===== config.mk =====
export PLATFORM = sky130hd
export DESIGN_NAME = ula_multiciclo
export DESIGN_NICKNAME = d
export VERILOG_FILES = /design/src/rtl/ula_multiciclo.sv
export SDC_FILE = /design/constraint.sdc
export NUM_CORES = 1
export LEC_CHECK = 0
export BUFFER_PORTS_ARGS = -buffer_cell sky130_fd_sc_hd__buf_2
export CAP_MARGIN = 20
export CORE_ASPECT_RATIO = 1.2
export CORE_MARGIN = 8
export CORE_UTILIZATION = 55
export CTS_BUF_LIST = sky130_fd_sc_hd__clkbuf_4
export DETAILED_ROUTE_END_ITERATION = 7
export PLACE_DENSITY = 0.84
export SLEW_MARGIN = 40
export SYNTH_ARGS = -nofsm -noshare
export SYNTH_HDL_FRONTEND = slang
export SYNTH_SLANG_ARGS = --single-unit

===== constraint.sdc =====
create_clock -name clock -period 7.15 [get_ports clock]
set_input_delay 2.145 -clock clock [delete_from_list [all_inputs] [get_ports clock]]
set_output_delay 2.145 -clock clock [all_outputs]
set_load 0.05 [all_outputs]

===== src/rtl/ula_multiciclo.sv =====
// ula_multiciclo
//   Multi-cycle ALU fed by the ALU control decoder. and/or/add/sub/slt and the
//   reserved code finish in one cycle. Signed mul/div run an iterative
//   shift-add / restoring engine that retires one bit per cycle over WIDTH
//   cycles, then spend one extra cycle on sign correction.
//
// Ports
//   clock          single clock, all state on the rising edge
//   reset          synchronous, active-high
//   inicio         start request, accepted only while idle
//   sinalOperacao  000 and, 001 or, 010 add, 011 mul, 100 div,
//                  101 reserved, 110 sub, 111 slt
//   opA, opB       operands (A: multiplicand / dividend, B: multiplier / divisor)
//   resultado      result (mul: product low half, div: quotient)
//   resultadoAlto  mul: product high half, div: remainder, otherwise 0
//   zero           resultado == 0, registered together with resultado
//   erroDiv        division by zero, valid with pronto
//   ocupado        a mul/div is in flight; inicio is ignored
//   pronto         one-cycle pulse, results valid and held until the next one
module ula_multiciclo #(
    parameter int WIDTH = 32
) (
    input  logic             clock,
    input  logic             reset,
    input  logic             inicio,
    input  logic [2:0]       sinalOperacao,
    input  logic [WIDTH-1:0] opA,
    input  logic [WIDTH-1:0] opB,
    output logic [WIDTH-1:0] resultado,
    output logic [WIDTH-1:0] resultadoAlto,
    output logic             zero,
    output logic             erroDiv,
    output logic             ocupado,
    output logic             pronto
);

    localparam int CW = $clog2(WIDTH + 1);

    localparam logic [1:0] OCIOSO   = 2'd0;
    localparam logic [1:0] CALCULA  = 2'd1;
    localparam logic [1:0] FINALIZA = 2'd2;

    localparam logic [2:0] OP_AND = 3'b000;
    localparam logic [2:0] OP_OR  = 3'b001;
    localparam logic [2:0] OP_ADD = 3'b010;
    localparam logic [2:0] OP_MUL = 3'b011;
    localparam logic [2:0] OP_DIV = 3'b100;
    localparam logic [2:0] OP_SUB = 3'b110;
    localparam logic [2:0] OP_SLT = 3'b111;

    logic [1:0]       estado;
    logic [CW-1:0]    contador;

    // Iterative engine. mul: alto = partial product, baixo = multiplier
    // shifting out / product low bits shifting in. div: alto = partial
    // remainder, baixo = dividend shifting out / quotient bits shifting in.
    logic [WIDTH:0]   alto;
    logic [WIDTH-1:0] baixo;
    logic [WIDTH-1:0] operando_b;
    logic             eh_div;
    logic             sinal_a;
    logic             sinal_b;
    logic             div_zero;

    logic             aceita;
    logic             multiciclo;
    logic [WIDTH-1:0] abs_a;
    logic [WIDTH-1:0] abs_b;
    logic [WIDTH-1:0] res_simples;
    logic [WIDTH:0]   soma;
    logic [WIDTH:0]   deslocado;
    logic [WIDTH:0]   tentativa;
    logic [WIDTH:0]   alto_prox;
    logic [WIDTH-1:0] baixo_prox;
    logic [2*WIDTH-1:0] produto;
    logic [2*WIDTH-1:0] produto_final;
    logic [WIDTH-1:0] quociente;
    logic [WIDTH-1:0] resto;
    logic [WIDTH-1:0] res_final;
    logic [WIDTH-1:0] alto_final;

    assign aceita     = (estado == OCIOSO) && inicio;
    assign multiciclo = (sinalOperacao == OP_MUL) || (sinalOperacao == OP_DIV);
    assign ocupado    = (estado != OCIOSO);

    // Magnitudes as unsigned WIDTH-bit values; -2^(WIDTH-1) maps to itself,
    // which is its correct unsigned magnitude.
    assign abs_a = opA[WIDTH-1] ? -opA : opA;
    assign abs_b = opB[WIDTH-1] ? -opB : opB;

    // NOTE: every signal written in always_comb gets a value on every path
    // (here a default first), otherwise synthesis infers a latch.
    always_comb begin
        res_simples = '0;
        case (sinalOperacao)
            OP_AND:  res_simples = opA & opB;
            OP_OR:   res_simples = opA | opB;
            OP_ADD:  res_simples = opA + opB;
            OP_SUB:  res_simples = opA - opB;
            OP_SLT:  res_simples = {{(WIDTH-1){1'b0}}, ($signed(opA) < $signed(opB))};
            default: res_simples = '0;
        endcase
    end

    // One iteration step of either engine.
    always_comb begin
        soma      = baixo[0] ? (alto + {1'b0, operando_b}) : alto;
        deslocado = {alto[WIDTH-1:0], baixo[WIDTH-1]};
        // deslocado < 2*divisor, so bit WIDTH of the difference is a clean borrow.
        tentativa = deslocado - {1'b0, operando_b};
        if (eh_div) begin
            if (!tentativa[WIDTH]) begin
                alto_prox  = tentativa;
                baixo_prox = {baixo[WIDTH-2:0], 1'b1};
            end else begin
                alto_prox  = deslocado;
                baixo_prox = {baixo[WIDTH-2:0], 1'b0};
            end
        end else begin
            alto_prox  = {1'b0, soma[WIDTH:1]};
            baixo_prox = {soma[0], baixo[WIDTH-1:1]};
        end
    end

    // Sign correction applied in FINALIZA. A zero divisor makes every trial
    // subtraction succeed, so the remainder ends as |A| and the sign fix-up
    // restores opA; only the quotient needs forcing to all ones.
    always_comb begin
        produto       = {alto[WIDTH-1:0], baixo};
        produto_final = (sinal_a ^ sinal_b) ? -produto : produto;
        quociente     = div_zero ? '1 : ((sinal_a ^ sinal_b) ? -baixo : baixo);
        resto         = sinal_a ? -alto[WIDTH-1:0] : alto[WIDTH-1:0];
        if (eh_div) begin
            res_final  = quociente;
            alto_final = resto;
        end else begin
            res_final  = produto_final[WIDTH-1:0];
            alto_final = produto_final[2*WIDTH-1:WIDTH];
        end
    end

    // NOTE: the engine registers carry no reset; they are loaded on every
    // accepted mul/div before being read, so a reset would only cost area.
    always_ff @(posedge clock) begin
        if (aceita && multiciclo) begin
            eh_div   <= (sinalOperacao == OP_DIV);
            sinal_a  <= opA[WIDTH-1];
            sinal_b  <= opB[WIDTH-1];
            div_zero <= (opB == '0);
            alto     <= '0;
            if (sinalOperacao == OP_DIV) begin
                baixo      <= abs_a;
                operando_b <= abs_b;
            end else begin
                baixo      <= abs_b;
                operando_b <= abs_a;
            end
        end else if (estado == CALCULA) begin
            alto  <= alto_prox;
            baixo <= baixo_prox;
        end
    end

    // NOTE: sequential state uses non-blocking assignments so every register
    // samples pre-edge values regardless of statement order.
    always_ff @(posedge clock) begin
        if (reset) begin
            estado        <= OCIOSO;
            contador      <= '0;
            resultado     <= '0;
            resultadoAlto <= '0;
            zero          <= 1'b0;
            erroDiv       <= 1'b0;
            pronto        <= 1'b0;
        end else begin
            pronto <= 1'b0;
            case (estado)
                OCIOSO: begin
                    if (inicio) begin
                        if (multiciclo) begin
                            estado   <= CALCULA;
                            contador <= CW'(WIDTH);
                        end else begin
                            resultado     <= res_simples;
                            resultadoAlto <= '0;
                            zero          <= (res_simples == '0);
                            erroDiv       <= 1'b0;
                            pronto        <= 1'b1;
                        end
                    end
                end
                CALCULA: begin
                    contador <= contador - CW'(1);
                    if (contador == CW'(1)) begin
                        estado <= FINALIZA;
                    end
                end
                FINALIZA: begin
                    resultado     <= res_final;
                    resultadoAlto <= alto_final;
                    zero          <= (res_final == '0);
                    erroDiv       <= eh_div && div_zero;
                    pronto        <= 1'b1;
                    estado        <= OCIOSO;
                end
                default: begin
                    estado <= OCIOSO;
                end
            endcase
        end
    end

endmodule


==> out/metrics.csv <==
stage,metric,value,unit
critical_path,peak fanout along the critical path,8,
layout,Layout area overhead,6.386,%
logic_synthesis,Async SR Flop Fraction,0,
sta,fmax,0.1801,GHz
power,switching share of total power,0.4761,
min_path,hold crit path type,flip-flop to flip-flop,
logic_synthesis,synthesized cell area,0.01949,mm^2
logic_synthesis,mux contribution to synthesized area,0.05443,
detailed_routing,DR pass1 iterations,6,
power,P_leak,9.075,nW
clock_tree,clk root buf,clkbuf_4,
logic_synthesis,register area share after synthesis,0.2157,
clock_tree,post-CTS setup buffer count,0,
clock_tree,H-Tree Level Count,4,
sta,Final Slew Violations,0,
logic_synthesis,Synth Area in Simple Gates,0.2019,
layout,share of layout cells above drive strength 1,0.09233,
critical_path,CP Data Required Time,7.79,ns
critical_path,CP Class,primary input to flip-flop,
clock_tree,post_cts resized,0,
clock_tree,clk sinks,176,
logic_synthesis,Post-Syn Nets,2831,
global_routing,antenna violations before repair,3,
layout,fin nets,2863,
placement,port bufs,137,
placement,GP Congestion,1.056,
logic_synthesis,Yosys cell types,78,
global_routing,"Remaining Overflow, GRT",0,
power,PD cells,221.7,mW/mm^2
detailed_routing,antenna-violating nets left,0,
detailed_routing,drt total wl,70.13,mm
floorplan,Die ar.,0.04175,mm^2
logic_synthesis,largest family of logic cells by synthesized area,compound AO/OA/AOI/OAI gates,
detailed_routing,DR iter-0 viols,2558,
power,Clk pwr share,0.135,
sta,slew margin rel.,0.4178,
placement,Post-Place Cells,3062,
logic_synthesis,top-count cell post-synth,a21oi_1,
logic_synthesis,compound-cell area share of the yosys netlist,0.2637,
clock_tree,Clock Tree Buf Depth,2,
floorplan,initial core utilization,0.5569,
logic_synthesis,adder-cell area share of the yosys netlist,0.1132,
placement,DP Worst Slack,0.9904,ns
clock_tree,Worst-Skew Late Latency,0.68,ns
logic_synthesis,Post-synth top flop,dfxtp_1,
logic_synthesis,Commonest cells post-synth,"a21oi_1 (231), nand2_1 (225), nor2_1 (222), inv_1 (179), ha_1 (170)",
logic_synthesis,Synth top area share,0.1109,
logic_synthesis,Post-synth EDFFs,68,
clock_tree,clock slew at reported path FFs,0.17,ns
clock_tree,cts hold-fix bufs,0,
floorplan,Top Ports,138,
sta,Worst Max-Slew Pin Slew,0.8724,ns
placement,area after detailed placement,0.02044,mm^2
run_status,status,"finished, final reports clean",
global_routing,Global Route Usage Sum,0.3226,
power,"IR drop worst, VDD",0.1859,mV
sta,crit share post-route,0.7768,
sta,min Tclk post-route,5.554,ns
critical_path,Setup crit end kind,flip-flop,
global_routing,first-pass GRT wire length,109.9,mm
floorplan,core area,0.03500,mm^2
sta,final setup fails,0,
sta,unrepaired setup endpoints after global routing,no,
power,Psw,0.002189,W
layout,fin area,0.02074,mm^2
sta,"Hold Vio Cnt, Final",0,
layout,final core area utilization,0.5925,
logic_synthesis,post-synthesis xor/xnor area fraction,0.08626,
detailed_routing,Residual DRC,0,
logic_synthesis,Syn Area/Cell,7.535,um^2
critical_path,CP Launch Type,primary input,
sta,Clock Skew,0.02536,ns
logic_synthesis,Cells after Synth,2587,
power,Flop pwr share,0.305,
flow_run,maxcap violations,0,
logic_synthesis,cell taking the most area after synthesis,dfxtp_1,
floorplan,die extent in y,222.2,um
critical_path,crit path DAT,6.20,ns
power,Gate power share,0.559,
global_routing,vias in the first global route,20000,
floorplan,Die Wd,187.9,um
logic_synthesis,Synth Register Bits,176,
layout,"non-filler cells, final",3096,
detailed_routing,vias per cell,6.662,
sta,setup TNS,0,ns
detailed_routing,DR vias,20630,
global_routing,pin count of the biggest net entering global routing,87,
sta,final worst slack,1.596,ns
floorplan,Rows,75,
power,P_int,0.002409,W
logic_synthesis,Synth warnings,0,
placement,post-detail-place hpwl,54.62,mm
detailed_routing,DR WL/cell,22.65,um
clock_tree,CTS tree,done,
logic_synthesis,largest cells by area after synthesis,"dfxtp_1 (11%), ha_1 (11%), edfxtp_1 (10%), xnor2_1 (6.6%), a21oi_1 (5.9%)",
clock_tree,TritonCTS Buffers,17,
sequential cells by signal (all words and copies together) (netlist names):
| signal | cells |
|---|---|
| resultadoAlto | 32 |
| sinal_a | 1 |
| pronto | 1 |
| estado | 2 |
| contador | 6 |
| erroDiv | 1 |
| baixo | 32 |
| zero | 1 |
| operando_b | 32 |
| resultado | 32 |
| eh_div | 1 |
| div_zero | 1 |
| alto | 33 |
| sinal_b | 1 |
layout by cell type (no fill, tap or decap), drive strengths merged, types with 26 or more instances in the layout:
master / instances
a211oi: 42
a21o: 40
a21oi: 231
a22oi: 40
buf: 167
dfxtp: 108
edfxtp: 68
ha: 170
inv: 187
mux2i: 97
nand2: 225
nand2b: 38
nand3: 61
nand4: 26
nor2: 222
nor2b: 34
nor3: 70
o211ai: 28
o21ai: 156
o31ai: 41
or3: 26
xnor2: 146
xor2: 46
critical path, stage by stage:
cell      delay, ns
buf_2          0.12
inv_1          0.20
ha_1           0.38
a21oi_1        0.10
o211ai_1       0.48
a31oi_1        0.25
o21ai_0        0.57
a21oi_1        0.26
o311ai_0       0.39
o21ai_0        0.19
xnor2_1        0.16
a22oi_1        0.27
nand4_1        0.14
nor4_1         0.34
a31o_2         0.19
area by class of cell:
cell class / count / area, um^2
Clock buffer: 18 / 135.1
Multi-Input combinational cell: 2077 / 14070
Sequential cell: 176 / 4204
Timing Repair Buffer: 167 / 917.1
Tap cell: 462 / 578.1
Fill cell: 3234 / 14260
Antenna cell: 2 / 5.005
Clock inverter: 14 / 153.9
Inverter: 180 / 675.6
layer usage:
| layer | up-vias | GRT usage | share of wire |
|---|---|---|---|
| met5 | - | 0 | 0.00019 |
| met4 | 2 | 0.1799 | 0.058 |
| met3 | 241 | 0.05406 | 0.084 |
| met2 | 1144 | 0.5348 | 0.46 |
| met1 | 9753 | 0.3923 | 0.40 |
| li1 | 9486 | - | - |
final timing paths:
check / start / endpoint / slack (ns) / cells after the start
worst max-delay path: opB[1] / zero / 1.60 / 15
worst min-delay path: resultadoAlto[1] / resultadoAlto[1] / 0.47 / 2
worst max register to register: baixo[31] / alto[19] / 1.90 / 19
worst min register to register: resultadoAlto[1] / resultadoAlto[1] / 0.47 / 2
logic make-up (layout without fill, tap and decap cells):
group / after synthesis / after routing
xor+xnor: 192 / 192
compound gates: 788 / 788
other cells: 0 / 2
simple gates: 818 / 818
flops: 176 / 176
mux: 105 / 105
fa+ha+maj: 174 / 174
buf+inv: 334 / 379
stage by stage:
step	hold slack (ns)	total power, W
final	0.4749	0.004598
after global routing	0.5313	0.004876
after detailed placement	0.4571	0.003908
after CTS	0.4767	0.004525
after global placement	0.4438	0.003833
after floorplan	0.4948	0.003261
power groups by stage:
stage / logic [W] / registers [W] / clock network [W]
4_1_cts: 0.00251 / 0.00139 / 0.000623
6_report: 0.00257 / 0.00140 / 0.000623
2_1_floorplan: 0.00191 / 0.00135 / 0
5_1_grt: 0.00280 / 0.00142 / 0.000653
3_5_place_dp: 0.00249 / 0.00142 / 0
3_3_place_gp: 0.00242 / 0.00141 / 0
Note: power is estimated with default switching activity, not from simulation.
